==> src/rtl/traffic_pkg.sv <==
// Shared lane/phase types for the traffic light driver and the traffic_system_top bench.
package traffic_pkg;

    localparam int NUM_LANES = 4;

    typedef logic [1:0] lane_t;

    typedef enum logic [1:0] {
        PH_ALL_RED = 2'd0,
        PH_GREEN   = 2'd1,
        PH_YELLOW  = 2'd2
    } phase_e;

    // Lowest-index requesting lane; 0 when nothing requests.
    function automatic lane_t lowest_lane(input logic [NUM_LANES-1:0] req);
        lane_t r;
        r = '0;
        for (int i = NUM_LANES - 1; i >= 0; i--) begin
            if (req[i]) begin
                r = lane_t'(i);
            end
        end
        return r;
    endfunction

    function automatic logic multi_hot(input logic [NUM_LANES-1:0] v);
        return (v & (v - 4'd1)) != 4'd0;
    endfunction

endpackage

==> src/rtl/traffic_light_driver_timer.sv <==
// Phase timer: loadable down-counter that saturates at zero; expired while it reads zero.
module phase_timer #(
    parameter int CNT_W = 8
) (
    input  logic             clk,
    input  logic             load_i,
    input  logic [CNT_W-1:0] load_val_i,
    output logic [CNT_W-1:0] value_o,
    output logic             expired_o
);

    logic [CNT_W-1:0] cnt_q;
    logic [CNT_W-1:0] cnt_d;

    always_comb begin
        cnt_d = cnt_q;
        if (load_i) begin
            cnt_d = load_val_i;
        end else if (cnt_q != '0) begin
            cnt_d = cnt_q - CNT_W'(1);
        end
    end

    always_ff @(posedge clk) begin
        cnt_q <= cnt_d;
    end

    assign value_o   = cnt_q;
    assign expired_o = (cnt_q == '0);

endmodule

==> src/rtl/traffic_light_driver.sv <==
// Turns per-lane grants into lamp drives with timed yellow and all-red clearance phases.
// Optional LIGHT_DRIVER_FAULT_EN adds a sticky conflicting-grant fault output.
module traffic_light_driver
    import traffic_pkg::*;
#(
    parameter int YELLOW_CYCLES = 3,
    parameter int ALLRED_CYCLES = 2,
    parameter int CNT_W         = 8
) (
    input  logic       clk,
    input  logic       rst,
    input  logic       allow_0,
    input  logic       allow_1,
    input  logic       allow_2,
    input  logic       allow_3,
    output logic [3:0] lamp_red,
    output logic [3:0] lamp_yellow,
    output logic [3:0] lamp_green,
    output logic [1:0] phase,
`ifdef LIGHT_DRIVER_FAULT_EN
    output logic [1:0] owner,
    output logic       fault
`else
    output logic [1:0] owner
`endif
);

    localparam logic [CNT_W-1:0] YEL_LOAD    = CNT_W'(YELLOW_CYCLES - 1);
    localparam logic [CNT_W-1:0] ALLRED_LOAD = CNT_W'(ALLRED_CYCLES - 1);

    logic [NUM_LANES-1:0] allow;
    phase_e               phase_q, phase_d;
    lane_t                owner_q, owner_d;
    logic [3:0]           red_q, red_d, yel_q, yel_d, grn_q, grn_d;
    logic [3:0]           owner_mask_d;
    logic                 timer_load;
    logic [CNT_W-1:0]     timer_val;
    logic [CNT_W-1:0]     timer_value;
    logic                 expired;
    logic                 block;
    logic                 force_yellow;

    assign allow = {allow_3, allow_2, allow_1, allow_0};

    phase_timer #(.CNT_W(CNT_W)) u_timer (
        .clk       (clk),
        .load_i    (timer_load | rst),
        .load_val_i(rst ? ALLRED_LOAD : timer_val),
        .value_o   (timer_value),
        .expired_o (expired)
    );

`ifdef LIGHT_DRIVER_FAULT_EN
    logic fault_q, fault_d, fault_set;
    logic [3:0] owner_mask_q;

    assign owner_mask_q = 4'b0001 << owner_q;
    assign fault_set = ((phase_q == PH_ALL_RED) && multi_hot(allow)) ||
                       ((phase_q == PH_GREEN) && |(allow & ~owner_mask_q));
    assign fault_d      = fault_q | fault_set;
    assign block        = fault_d;
    assign force_yellow = fault_d;
    assign fault        = fault_q;

    always_ff @(posedge clk) begin
        if (rst) begin
            fault_q <= 1'b0;
        end else begin
            fault_q <= fault_d;
        end
    end
`else
    assign block        = 1'b0;
    assign force_yellow = 1'b0;
`endif

    always_comb begin
        phase_d    = phase_q;
        owner_d    = owner_q;
        timer_load = 1'b0;
        timer_val  = ALLRED_LOAD;
        case (phase_q)
            PH_ALL_RED: begin
                if (expired && (|allow) && !block) begin
                    phase_d    = PH_GREEN;
                    owner_d    = lowest_lane(allow);
                    timer_load = 1'b1;
                    timer_val  = '0;
                end
            end
            PH_GREEN: begin
                if (!allow[owner_q] || force_yellow) begin
                    phase_d    = PH_YELLOW;
                    timer_load = 1'b1;
                    timer_val  = YEL_LOAD;
                end
            end
            PH_YELLOW: begin
                // Re-asserted grants are ignored; yellow always runs to expiry.
                if (expired) begin
                    phase_d    = PH_ALL_RED;
                    owner_d    = '0;
                    timer_load = 1'b1;
                    timer_val  = ALLRED_LOAD;
                end
            end
            default: begin
                phase_d    = PH_ALL_RED;
                owner_d    = '0;
                timer_load = 1'b1;
                timer_val  = ALLRED_LOAD;
            end
        endcase
    end

    // Lamps are registered from the next state so they line up with phase/owner.
    always_comb begin
        owner_mask_d = 4'b0001 << owner_d;
        red_d        = 4'b1111;
        yel_d        = 4'b0000;
        grn_d        = 4'b0000;
        case (phase_d)
            PH_GREEN: begin
                red_d = ~owner_mask_d;
                grn_d = owner_mask_d;
            end
            PH_YELLOW: begin
                red_d = ~owner_mask_d;
                yel_d = owner_mask_d;
            end
            default: begin
                red_d = 4'b1111;
            end
        endcase
    end

    always_ff @(posedge clk) begin
        if (rst) begin
            phase_q <= PH_ALL_RED;
            owner_q <= '0;
            red_q   <= 4'b1111;
            yel_q   <= 4'b0000;
            grn_q   <= 4'b0000;
        end else begin
            phase_q <= phase_d;
            owner_q <= owner_d;
            red_q   <= red_d;
            yel_q   <= yel_d;
            grn_q   <= grn_d;
        end
    end

    assign lamp_red    = red_q;
    assign lamp_yellow = yel_q;
    assign lamp_green  = grn_q;
    assign phase       = phase_q;
    assign owner       = owner_q;

endmodule

==> config.mk <==
export PLATFORM = sky130hd
export DESIGN_NAME = traffic_light_driver
export DESIGN_NICKNAME = d
export VERILOG_FILES = /design/src/rtl/traffic_pkg.sv /design/src/rtl/traffic_light_driver_timer.sv /design/src/rtl/traffic_light_driver.sv
export SDC_FILE = /design/constraint.sdc
export NUM_CORES = 1
export LEC_CHECK = 0
export CAP_MARGIN = 10
export CORE_UTILIZATION = 60
export CTS_CLUSTER_SIZE = 12
export DETAILED_ROUTE_END_ITERATION = 8
export DONT_BUFFER_PORTS = 1
export GPL_TIMING_DRIVEN = 0
export PLACE_DENSITY = 0.82
export REMOVE_ABC_BUFFERS = 1
export SYNTH_ARGS = -nofsm -noshare
export SYNTH_HDL_FRONTEND = slang
export SYNTH_SLANG_ARGS = --single-unit
export TNS_END_PERCENT = 30
==> constraint.sdc <==
create_clock -name clk -period 2.71 [get_ports clk]
set_input_delay 0.271 -clock clk [delete_from_list [all_inputs] [get_ports clk]]
set_output_delay 0.271 -clock clk [all_outputs]
set_load 0.1 [all_outputs]
======== Yosys cells after proc, flatten, opt, wreduce, memory -nomap -nowiden ========
Cells that the tools add are included.
storage, ports and cells
  register bits after elaboration ......... 24
  bits in latches ......................... 0
  memory bits (writable) .................. 0
  bits in read-only memories .............. 0
  bits of input ports ..................... 6
  output and inout bits ................... 16
  logic and storage cells ................. 51
  memories kept ........................... 0
operators by class
  add/sub/neg operators ................... 1
  $mul .................................... 0
  divide/modulo/power cells ............... 0
  $lt $le $gt $ge ......................... 1
  equality and inequality tests ........... 4
  shift-type cells ........................ 1
  mux-type cells .......................... 23
  bitwise logic cells ..................... 5
  reductions and logical operators ........ 10
operators by type and width
  operator                                                    count
  two-way mux 8 bit                                           3
  two-way mux 2 bit                                           10
  case mux 8 bit (2 select lines)                             1
  case mux 2 bit (3 select lines)                             2
  zero test 8 bit                                             1
  nonzero test 8 bit                                          1
  OR reduction 2 bit                                          4
  subtractor 8 x 1 -> 8 bit, second input constant            1
  two-way mux 1 bit                                           5
  == test 2 x 1 -> 1 bit, second input constant               2
  == test 2 bit, second input constant                        2
  NOT 4 bit                                                   1
  OR reduction 4 bit                                          1
  left shift 1 x 2 -> 4 bit, first input constant             1
  less-than comparator 2 x 3 -> 1 bit, second input constant  1
  NOT 1 bit                                                   3
  case mux 1 bit (3 select lines)                             1
  binary-select mux 1 bit (select 2 bit)                      1
  zero test 2 bit                                             1
  nonzero test 2 bit                                          1
  logical AND 1 bit                                           1
  OR 1 bit                                                    1

======== Logic depth before layout (Yosys ltp) ========
Gate-level depths: netlist of the first run.
  depth in word-level cells ............... 8
  gate-level depth with buffers ........... 9
  depth with buffers taken out ............ 9

======== Hierarchy ========
From an unflattened synthesis of the first run, not the netlist that was laid out.
unflattened totals
  cell total of the unflattened synthesis .. 128
  area total of the unflattened synthesis .. 1209.9 sq um
by module, submodules not included
  module                instances  cells an instance  area each (sq um)  seq. area each (sq um)
  traffic_light_driver  1          78                 718.2              320.3
  phase_timer           1          50                 491.7              240.2

======== Worst setup path before layout of the first run ========
No wires, ideal clock.
  path kind ............................... flip-flop to flip-flop
  start point ............................. reg owner_q[0], in the netlist owner[0]
  end point ............................... reg u_timer.cnt_q[0], in the netlist u_timer.value_o[0] (enable)
  library setup time ...................... 329 ps
  arrival time ............................ 2403 ps
  data required time ...................... 2381 ps
  slack ................................... -22 ps
  cell stages (with the launch flop) ...... 5
  buffers on the path ..................... 0
  clock period less this slack ............ 2732 ps
  cells stage by stage .................... dfxtp_1 -> mux4_2 -> nor3b_2 -> o31ai_4 -> or2_1
between the ends
  word-level cells in the longest chain between the ends .. 6
ends and longest elaborated chain
  element                                  line                              text
  start, declared                          traffic_light_driver.sv:33        lane_t owner_q, owner_d;
  start signal, assigned                   traffic_light_driver.sv:146       owner_q <= owner_d;
  binary-select mux 1 bit (select 2 bit)   traffic_light_driver.sv:92        if (!allow[owner_q] || force_yellow) begin
  two-way mux 1 bit (implied by the code)  traffic_light_driver.sv:92
  two-way mux 1 bit                        traffic_light_driver.sv:92
  case mux 1 bit (3 select lines)          traffic_light_driver.sv:82        case (phase_q)
  OR 1 bit                                 traffic_light_driver.sv:47        .load_i (timer_load | rst),
  nonzero test 2 bit (no line)             --
  end signal, assigned                     traffic_light_driver_timer.sv:25  cnt_q <= cnt_d;
  end, declared                            traffic_light_driver_timer.sv:12  logic [CNT_W-1:0] cnt_q;
No other way between the ends. The select of a mux whose other input is x is not followed.
A chain may end at the register's enable or synchronous reset.

======== Worst setup path after layout of the first run ========
  start point ............................. reg owner_q[0], in the netlist owner[0]
  end point ............................... reg u_timer.cnt_q[3], in the netlist u_timer.value_o[3] (enable)
Same word-level chain as after synthesis.

==> results of run 1 <==
## kinds of logic after synthesis
group / Yosys count / share of synthesized area [%]
AND/OR/NAND/NOR: 53 / 24.9
buffers and inverters: 8 / 2.72
flip-flops: 24 / 48.8
multiplexers: 1 / 1.96
AO/OA/AOI/OAI: 17 / 13.7
adder cells (fa/ha/maj): 3 / 3.27
XOR/XNOR: 6 / 4.58
## power breakdown
| group | internal (uW) | switching [uW] |
|---|---|---|
| Clock | 150 | 112 |
| Combinational | 200 | 260 |
| Sequential | 467 | 259 |
| Total | 817 | 631 |
## repair_timing
| action | CTS | global route |
|---|---|---|
| hold endpoints to repair | 4 | 0 |
| hold buffers | 1 | 0 |
| setup endpoints to repair | 12 | 2 |
| gates resized for setup | 4 | 1 |
## critical path, stage by stage, from the launching register on
cell and delay (ps):
sky130_fd_sc_hd__dfxtp_2 740, sky130_fd_sc_hd__mux4_2 640, sky130_fd_sc_hd__nor3b_2 200, sky130_fd_sc_hd__o31ai_4 340, sky130_fd_sc_hd__or2_1 370
## cells in the mapped netlist, types with 2 or more instances
cell type	number
sky130_fd_sc_hd__xor2_1	3
sky130_fd_sc_hd__nand3_1	5
sky130_fd_sc_hd__a21oi_1	3
sky130_fd_sc_hd__nor3b_2	2
sky130_fd_sc_hd__dfxtp_1	16
sky130_fd_sc_hd__nand2_1	8
sky130_fd_sc_hd__xnor2_1	3
sky130_fd_sc_hd__nor3_1	12
sky130_fd_sc_hd__edfxtp_1	8
sky130_fd_sc_hd__ha_1	3
sky130_fd_sc_hd__inv_1	6
sky130_fd_sc_hd__nor2_1	15
sky130_fd_sc_hd__nor2b_1	2
## sequential cells by signal, indices dropped and copies added, names as in the netlist
register	count
owner	2
lamp_green	4
lamp_yellow	4
phase	2
lamp_red	4
u_timer.value_o	8
## how the worst max path moves through the flow
| stage | from | to | depth (start not counted) |
|---|---|---|---|
| 6_report | owner[0] | u_timer.value_o[3] | 4 |
| 5_1_grt | owner[0] | u_timer.value_o[1] | 4 |
| 4_1_cts | owner[0] | u_timer.value_o[7] | 4 |
| 3_5_place_dp | owner[0] | u_timer.value_o[5] | 4 |
| 3_3_place_gp | owner[0] | u_timer.value_o[4] | 4 |
| 2_1_floorplan | owner[0] | u_timer.value_o[0] | 4 |
## per-layer routing
layer	up-vias	share of wire, %	wire length (um)
met5	-	0	0
met3	7	4.0	87
met1	396	44	950
met2	27	49	1050
met4	0	2.8	61
li1	411	-	-
## metrics by stage
stage,util (%),cells,worst slack (ps),hold WS (ps)
6_report,70.6,140,104,94.2
5_1_grt,70.6,140,4.74,96.3
4_1_cts,70.2,140,88.2,94.4
3_5_place_dp,66.4,135,-301,347
3_3_place_gp,66.4,135,-252,346
2_1_floorplan,-,110,-61.8,343
## cell type report
cell class / count / area [um2] / area share (%)
sequential: 24 / 566 / 45.4
multi-input combinational: 80 / 563 / 45.2
tap: 25 / 31.3 / 2.51
clock inverter: 1 / 30.0 / 2.41
clock buffer: 3 / 22.5 / 1.81
inverter: 6 / 22.5 / 1.81
timing repair buffer: 1 / 10.0 / 0.804
==> metrics.cfg, run 1 <==
[detailed_routing]
route.vias.total = 841
detail_route.wl_per_cell_um = 15.4
initialDrtViolationCount = 34
vias_per_cell = 6.01
ant_nets = 0
routed_wirelength_mm = 2.15
drt_pass1_iterations = 5
drc = 0

[global_routing]
gr-usage-met1_pct = 29.7
first_pass_grt_wire_length_mm = 3.48
grtUsageMet3_pct = 6.35
grt_max_degree = 15
initial_antenna_violation_count = 0
grt_pass1_vias = 826
grtUsageTotal_pct = 24.5
gr-max-usage-layer = met2
grt_overflow = 0
grt.met2_usage_pct = 39.4

[worst_hold_path]
hold_path_startpoint = rst
min_path_cells = 2
timing.hold.worst.class = input pin to flop
hold_end = lamp_red[1]

[cells_and_area]
antenna_cells_inserted = 0
postLayoutCellArea_um2 = 1240
fin_nets = 125
layout.cells.most_common = sky130_fd_sc_hd__nor2_1
layout_common_cells = 15 x sky130_fd_sc_hd__nor2_1, 12 x sky130_fd_sc_hd__nor3_1, 12 x sky130_fd_sc_hd__dfxtp_1, 8 x sky130_fd_sc_hd__nand2_1, 8 x sky130_fd_sc_hd__edfxtp_1
area_delta_synth_final_pct = 8.39
fillerInstances = 141
fraction_of_final_layout_cells_with_drive_strength_greater_than_1_pct = 14.8

[synth]
netlist_top_cells_area = sky130_fd_sc_hd__dfxtp_1 28%, sky130_fd_sc_hd__edfxtp_1 21%, sky130_fd_sc_hd__nor3_1 5.2%
syn-cell-area_um2 = 1150
synth_edf_count = 8
synth_cell_type_count = 39
synthesis.yosys.warnings = 0
part_of_the_yosys_area_used_for_sequential_elements_pct = 48.8
netlist_instances = 112
ys_async_sr_fraction_pct = 0
syn_avg_cell_area_um2 = 10.3
yosysTopAreaCell = sky130_fd_sc_hd__dfxtp_1
synth_largest_type_area_fraction_pct = 27.9
ys.flop_type = sky130_fd_sc_hd__dfxtp_1
synth-seq-cells = 24

[timing]
timing.final.max_slew_violations = 0
report.final.setup_viol = 0
final.setup_skew_ps = 5.28
rsz_0062_raised_after_global_routing = false
fin_crit_ps = 2610
setup_tns_ps = 0
worst_slew_pin_tran_ps = 942
slew-limit-headroom_pct = 37.1
hold_violations = 0
layout_worst_path_cycle_share_pct = 96.1
fmax_ghz = 0.384

[floorplan]
dieWidth_um = 45.8
initial_core_util_pct = 65.1
vertical_extent_of_the_die_um = 45.8
core-area_um2 = 1760
design.die.area_um2 = 2090
row_count = 15
pin_count = 22

[worst_setup_path]
rrSetupSlack_ps = 100
arrival_time_of_data_at_the_critical_path_endpoint_ps = 2610
worstSetupEndpointType = flop
reg2reg_to = u_timer.value_o[3]
rr_startpoint = owner[0]
start_kind = flop
critical_path_class = flop to flop
r2r_depth = 4
critical_path_rt_ps = 2720
crit_path_max_fanout = 8

[placed_design]
place.detailed.hpwl_mm = 1.50
io_buffers = 0
detailed_place.area_um2 = 1170
final_weighted_congestion_of_routability_driven_global_placement = 0.816

[clock_network]
tritoncts = done
cts_root_buf = sky130_fd_sc_hd__clkbuf_4
clkSlewWorstSetupHoldPaths_ps = 130
h-tree-depth = 1
cts_setup_buffers = 0
clkSinkCount = 24
insertion_delay_ps = 330
cts_made_buffers = 3
clock_tree.buffer_depth = 2

[power]
static-leakage-power_uw = 0.000448
vdd_ir_drop_max_mv = 0.969
total_power_uw = 1450
power_per_cell_area_nw_per_um2 = 1160

[status]
status = completed

[run]
max-cap-violations = 0

Note: power is estimated with default switching activity, not from simulation.
==> run 2, diff against run 1 <==
==> constraint.sdc (replaced) <==
create_clock -name clk -period 2.71 [get_ports clk]
set_input_delay 0.271 -clock clk [delete_from_list [all_inputs] [get_ports clk]]
set_output_delay 0.271 -clock clk [all_outputs]
set_load 0.01 [all_outputs]
==> run 2 against run 1 <==
Against the previous run:
- design area fell by 0.40%
- combinational power is essentially flat
- global-route usage decreased by 0.17 points
- utilization decreased by 0.28 points
- cell count did not move
- fmax up 5.9%
- via count is 2.6% lower
- non-clock buffer count stayed put
- first-iteration DRC count increased by 12%
- critical path type unchanged
==> metrics.cfg, run 2 (synthesis results as in run 1) <==
[status]
status = completed

[worst_setup_path]
arrival_time_of_data_at_the_critical_path_endpoint_ps = 2650
rr_startpoint = u_timer.value_o[0]
r2r_depth = 9
critical_path_class = flop to flop
critical_path.startpoint = u_timer.value_o[0]
reg2reg_to = lamp_red[2]
cp-endpoint = lamp_red[2]
rrSetupSlack_ps = 250
critical_path_rt_ps = 2900
start_kind = flop
crit_path_max_fanout = 5
worstSetupEndpointType = flop

[placed_design]
detailed_place.area_um2 = 1170
post-place-ws_ps = 225
final_weighted_congestion_of_routability_driven_global_placement = 0.816
place.detailed.hpwl_mm = 1.50
dp_cells = 135
io_buffers = 0

[cells_and_area]
seq_cell_area_um2 = 561
area_delta_synth_final_pct = 7.95
finalNonFillerCells = 140
layout_common_cells = 16 x sky130_fd_sc_hd__dfxtp_1, 15 x sky130_fd_sc_hd__nor2_1, 12 x sky130_fd_sc_hd__nor3_1, 8 x sky130_fd_sc_hd__nand2_1, 8 x sky130_fd_sc_hd__edfxtp_1
antenna_cells_inserted = 0
multiInputGateArea_um2 = 563
number_of_flip_flops_in_the_largest_register = 8
fraction_of_final_layout_cells_with_drive_strength_greater_than_1_pct = 11.3
layout.cells.most_common = sky130_fd_sc_hd__dfxtp_1
fillerInstances = 141
fin_nets = 125
postLayoutCellArea_um2 = 1240

[timing]
worst_slew_pin_tran_ps = 745
fmax_ghz = 0.407
rsz_0062_raised_after_global_routing = false
timing.final.max_slew_violations = 0
hold_violations = 0
worst_hold_slack_ps = 95.3
slew-limit-headroom_pct = 49.6
setup_tns_ps = 0
report.final.setup_viol = 0
layout_worst_path_cycle_share_pct = 90.8
final.setup_skew_ps = 3.40
fin_crit_ps = 2460
setup_slack_ps = 250

[power]
sequentialPowerShare_pct = 44.1
cell_internal_pwr_uw = 815
power_per_cell_area_nw_per_um2 = 1040
static-leakage-power_uw = 0.000446
vdd_ir_drop_max_mv = 0.765
power.share.clock_pct = 20.3
power_frac_comb_pct = 35.6
p_switching_uw = 472
p_sw_share_pct = 36.7

[detailed_routing]
ant_nets = 0
routed_wirelength_mm = 2.10
route.vias.total = 819
initialDrtViolationCount = 38
vias_per_cell = 5.85
drc = 0
drt_pass1_iterations = 4
detail_route.wl_per_cell_um = 15.0

[floorplan]
design.die.area_um2 = 2090
initial_core_util_pct = 65.1
pin_count = 22
dieWidth_um = 45.8
vertical_extent_of_the_die_um = 45.8
row_count = 15
core-area_um2 = 1760

[global_routing]
grt_max_degree = 15
grtUsageTotal_pct = 24.3
grt_pass1_vias = 823
first_pass_grt_wire_length_mm = 3.46
initial_antenna_violation_count = 0
grt_overflow = 0

[clock_network]
clock_tree.buffer_depth = 2
tritoncts = done
insertion_delay_ps = 330
clkSlewWorstSetupHoldPaths_ps = 130
clkSinkCount = 24
cts_made_buffers = 3
cts_setup_buffers = 0
h-tree-depth = 1
cts_root_buf = sky130_fd_sc_hd__clkbuf_4

[worst_hold_path]
timing.hold.worst.class = input pin to flop
min_path_cells = 2

[run]
max-cap-violations = 0

## run 2: cell counts in the layout (fill, tap and decap cells not counted)
No cell type changed its count.
## run 2: routing by layer
metal / wire length, um / vias to the layer above / track usage (%)
li1: - / 410 / -
met1: 956 / 391 / 29.2
met2: 1050 / 13 / 39.4
met3: 45 / 5 / 6.35
met4: 47 / 0 / 13.5
met5: 0 / - / 0
## run 2: how the worst min path moves through the flow
stage | startpoint | to | slack, ps
6_report | rst | lamp_red[1] | 100
5_1_grt | rst | u_timer.value_o[1] | 100
4_1_cts | rst | lamp_red[1] | 90
3_5_place_dp | rst | owner[0] | 350
3_3_place_gp | rst | phase[1] | 350
2_1_floorplan | rst | owner[0] | 340
## run 2: power groups by stage
| stage | clock network [uW] | registers [uW] | logic, uW |
|---|---|---|---|
| 2_1_floorplan | 0 | 551 | 372 |
| 3_3_place_gp | 0 | 565 | 427 |
| 3_5_place_dp | 0 | 571 | 447 |
| 4_1_cts | 264 | 563 | 451 |
| 5_1_grt | 276 | 578 | 508 |
| 6_report | 262 | 567 | 458 |
## run 2: layout make-up
cell class | instances | share of cell area [%]
clock buffer | 3 | 1.82
clock inverter | 1 | 2.42
tap | 25 | 2.52
timing repair buffer | 1 | 0.807
sequential | 24 | 45.2
inverter | 6 | 1.82
multi-input combinational | 80 | 45.4
## run 2: timing repair
| action | in CTS | in global routing |
|---|---|---|
| hold buffers | 1 | 0 |
| setup endpoints to repair | 0 | 2 |
| hold endpoints to repair | 4 | 0 |
| resized for setup | 0 | 1 |
## run 2: stage by stage
step | util, % | power, uW
3_5_place_dp | 66.4 | 1020
6_report | 70.3 | 1290
2_1_floorplan | - | 923
5_1_grt | 70.3 | 1360
3_3_place_gp | 66.4 | 992
4_1_cts | 69.9 | 1280
## run 2: worst max-delay path, stage by stage (launching register included)
cell and delay [ps]:
sky130_fd_sc_hd__edfxtp_1 490, sky130_fd_sc_hd__inv_1 90, sky130_fd_sc_hd__ha_1 230, sky130_fd_sc_hd__nor3b_4 330, sky130_fd_sc_hd__and2_2 260, sky130_fd_sc_hd__nand3_1 170, sky130_fd_sc_hd__a21oi_1 180, sky130_fd_sc_hd__ha_1 250
sky130_fd_sc_hd__nor2_1 210, sky130_fd_sc_hd__nand3_1 110
==> run 3, diff against run 2 <==
GPL_TIMING_DRIVEN = 1   (was 0)
HOLD_SLACK_MARGIN = 0.1   (was default)
==> run 3 against run 2 <==
Against the previous run:
- register-to-register slack hardly changed
- critical endpoint is now lamp_red[0]
- design area rose by 0.71%
- critical path type unchanged
- largest cell class is now registers
- critical path depth stayed put
- via count rose by 1.8%
==> metrics.cfg, run 3 (synthesis results as in run 1) <==
[status]
status = completed

[timing]
layout_worst_path_cycle_share_pct = 90.3
hold_violations = 0
report.final.setup_viol = 0
slew-limit-headroom_pct = 63.3
fin_crit_ps = 2450
setup_slack_ps = 262
final.setup_skew_ps = 4.35
setup_tns_ps = 0
rsz_0062_raised_after_global_routing = false
worst_hold_slack_ps = 119
timing.final.max_slew_violations = 0
worst_slew_pin_tran_ps = 551
fmax_ghz = 0.409

[worst_setup_path]
worst_path_max_delay_cell = sky130_fd_sc_hd__edfxtp_1
timing.critical_path.buf_inv = 1
crit_path_max_fanout = 5
critPathMaxStageDelay_ps = 460
start_kind = flop
critical_path_class = flop to flop
critPathTopFamily = simple AND/OR/NAND/NOR gates
crit_chain = inv_1, ha_1, nor3b_2, and2_2, nand3_1, a21oi_1, ha_1, nor2_1, nand3_1
worstSetupEndpointType = flop
arrival_time_of_data_at_the_critical_path_endpoint_ps = 2640
critical_path_rt_ps = 2900

[placed_design]
io_buffers = 0
place.detailed.hpwl_mm = 1.64
final_weighted_congestion_of_routability_driven_global_placement = 0.827
post-place-ws_ps = 312

[floorplan]
design.die.area_um2 = 2090
initial_core_util_pct = 65.1
dieWidth_um = 45.8
core-area_um2 = 1760
pin_count = 22
vertical_extent_of_the_die_um = 45.8
row_count = 15

[clock_network]
cts_root_buf = sky130_fd_sc_hd__clkbuf_4
clock_tree.buffer_depth = 2
h-tree-depth = 1
clkSlewWorstSetupHoldPaths_ps = 130
cts_setup_buffers = 0
clkSinkCount = 24
tritoncts = done
cts_made_buffers = 3
insertion_delay_ps = 320

[detailed_routing]
vias_per_cell = 5.87
drt_pass1_iterations = 4
ant_nets = 0
route.vias.total = 834
detail_route.wl_per_cell_um = 16.1
routed_wirelength_mm = 2.29
initialDrtViolationCount = 28
drc = 0

[cells_and_area]
layout.cells.most_common = sky130_fd_sc_hd__dfxtp_1
fraction_of_final_layout_cells_with_drive_strength_greater_than_1_pct = 12.8
area_delta_synth_final_pct = 8.71
fin_nets = 127
layout_common_cells = 16 x sky130_fd_sc_hd__dfxtp_1, 15 x sky130_fd_sc_hd__nor2_1, 12 x sky130_fd_sc_hd__nor3_1, 8 x sky130_fd_sc_hd__nand2_1, 8 x sky130_fd_sc_hd__edfxtp_1
number_of_flip_flops_in_the_largest_register = 8
antenna_cells_inserted = 0

[power]
vdd_ir_drop_max_mv = 0.774
cell_internal_pwr_uw = 814
sequentialPowerShare_pct = 43.4
power.share.clock_pct = 20.0
p_sw_share_pct = 36.8
total_power_uw = 1290
p_switching_uw = 474
power_per_cell_area_nw_per_um2 = 1030
power_frac_comb_pct = 36.6
static-leakage-power_uw = 0.000458

[global_routing]
grt_max_degree = 15
grt_pass1_vias = 797
grtUsageTotal_pct = 24.9
initial_antenna_violation_count = 0
grt_overflow = 0
first_pass_grt_wire_length_mm = 3.64

[worst_hold_path]
timing.hold.worst.class = input pin to flop

[run]
max-cap-violations = 0

==> run 3: cell count changes in the layout (fill, tap and decap cells not counted) <==
cell                      change
sky130_fd_sc_hd__buf_4        +2
sky130_fd_sc_hd__nor3b_2      +1
sky130_fd_sc_hd__nor3b_4      -1
==> run 3: path summary, 6_finish.rpt <==
path / startpoint / end / slack, ps / depth (start not counted)
max: u_timer.value_o[0] / lamp_red[0] / 260 / 9
min: rst / lamp_red[3] / 120 / 2
max reg2reg: u_timer.value_o[0] / lamp_red[0] / 260 / 9
min reg2reg: u_timer.value_o[5] / u_timer.value_o[5] / 710 / 2
==> run 3: cell type report <==
class	instances	area (um2)
clock inverter	1	30.0
timing repair buffer	3	25.0
multi-input combinational	80	557
clock buffer	3	22.5
sequential	24	561
fill	148	515
inverter	6	22.5
tap	25	31.3
==> run 3: metrics by stage <==
stage                     util (%)  cells  instance area, um2
after floorplan                  -    110                1140
after global placement        67.2    137                1190
after detailed placement      67.2    137                1190
after CTS                     70.8    142                1250
after global routing          70.8    142                1250
final                         70.8    142                1250
==> run 3: power by group through the flow <==
stage	clock, uW	sequential (uW)	combinational [uW]
after floorplan	0	551	372
after global placement	0	563	448
after detailed placement	0	567	465
after CTS	259	558	470
after global routing	268	567	525
final	258	558	471
==> run 3: repair_timing <==
item | CTS | global route
resized for setup | 0 | 0
hold endpoints to repair | 4 | 0
hold buffers | 1 | 0
==> run 3: routing by layer <==
layer | part of all wire, % | vias to the layer above | track usage, % | wire length, um
li1 | - | 413 | - | -
met1 | 43 | 395 | 30.2 | 983
met2 | 52 | 20 | 43.1 | 1200
met3 | 3.1 | 6 | 6.75 | 70
met4 | 1.8 | 0 | 7.06 | 42
met5 | 0 | - | 0 | 0
==> run 3: worst register-to-register path: stages (launching register included) <==
cell,delay [ps]
sky130_fd_sc_hd__edfxtp_1,460
sky130_fd_sc_hd__inv_1,90
sky130_fd_sc_hd__ha_1,210
sky130_fd_sc_hd__nor3b_2,350
sky130_fd_sc_hd__and2_2,280
sky130_fd_sc_hd__nand3_1,170
sky130_fd_sc_hd__a21oi_1,170
sky130_fd_sc_hd__ha_1,240
sky130_fd_sc_hd__nor2_1,230
sky130_fd_sc_hd__nand3_1,120
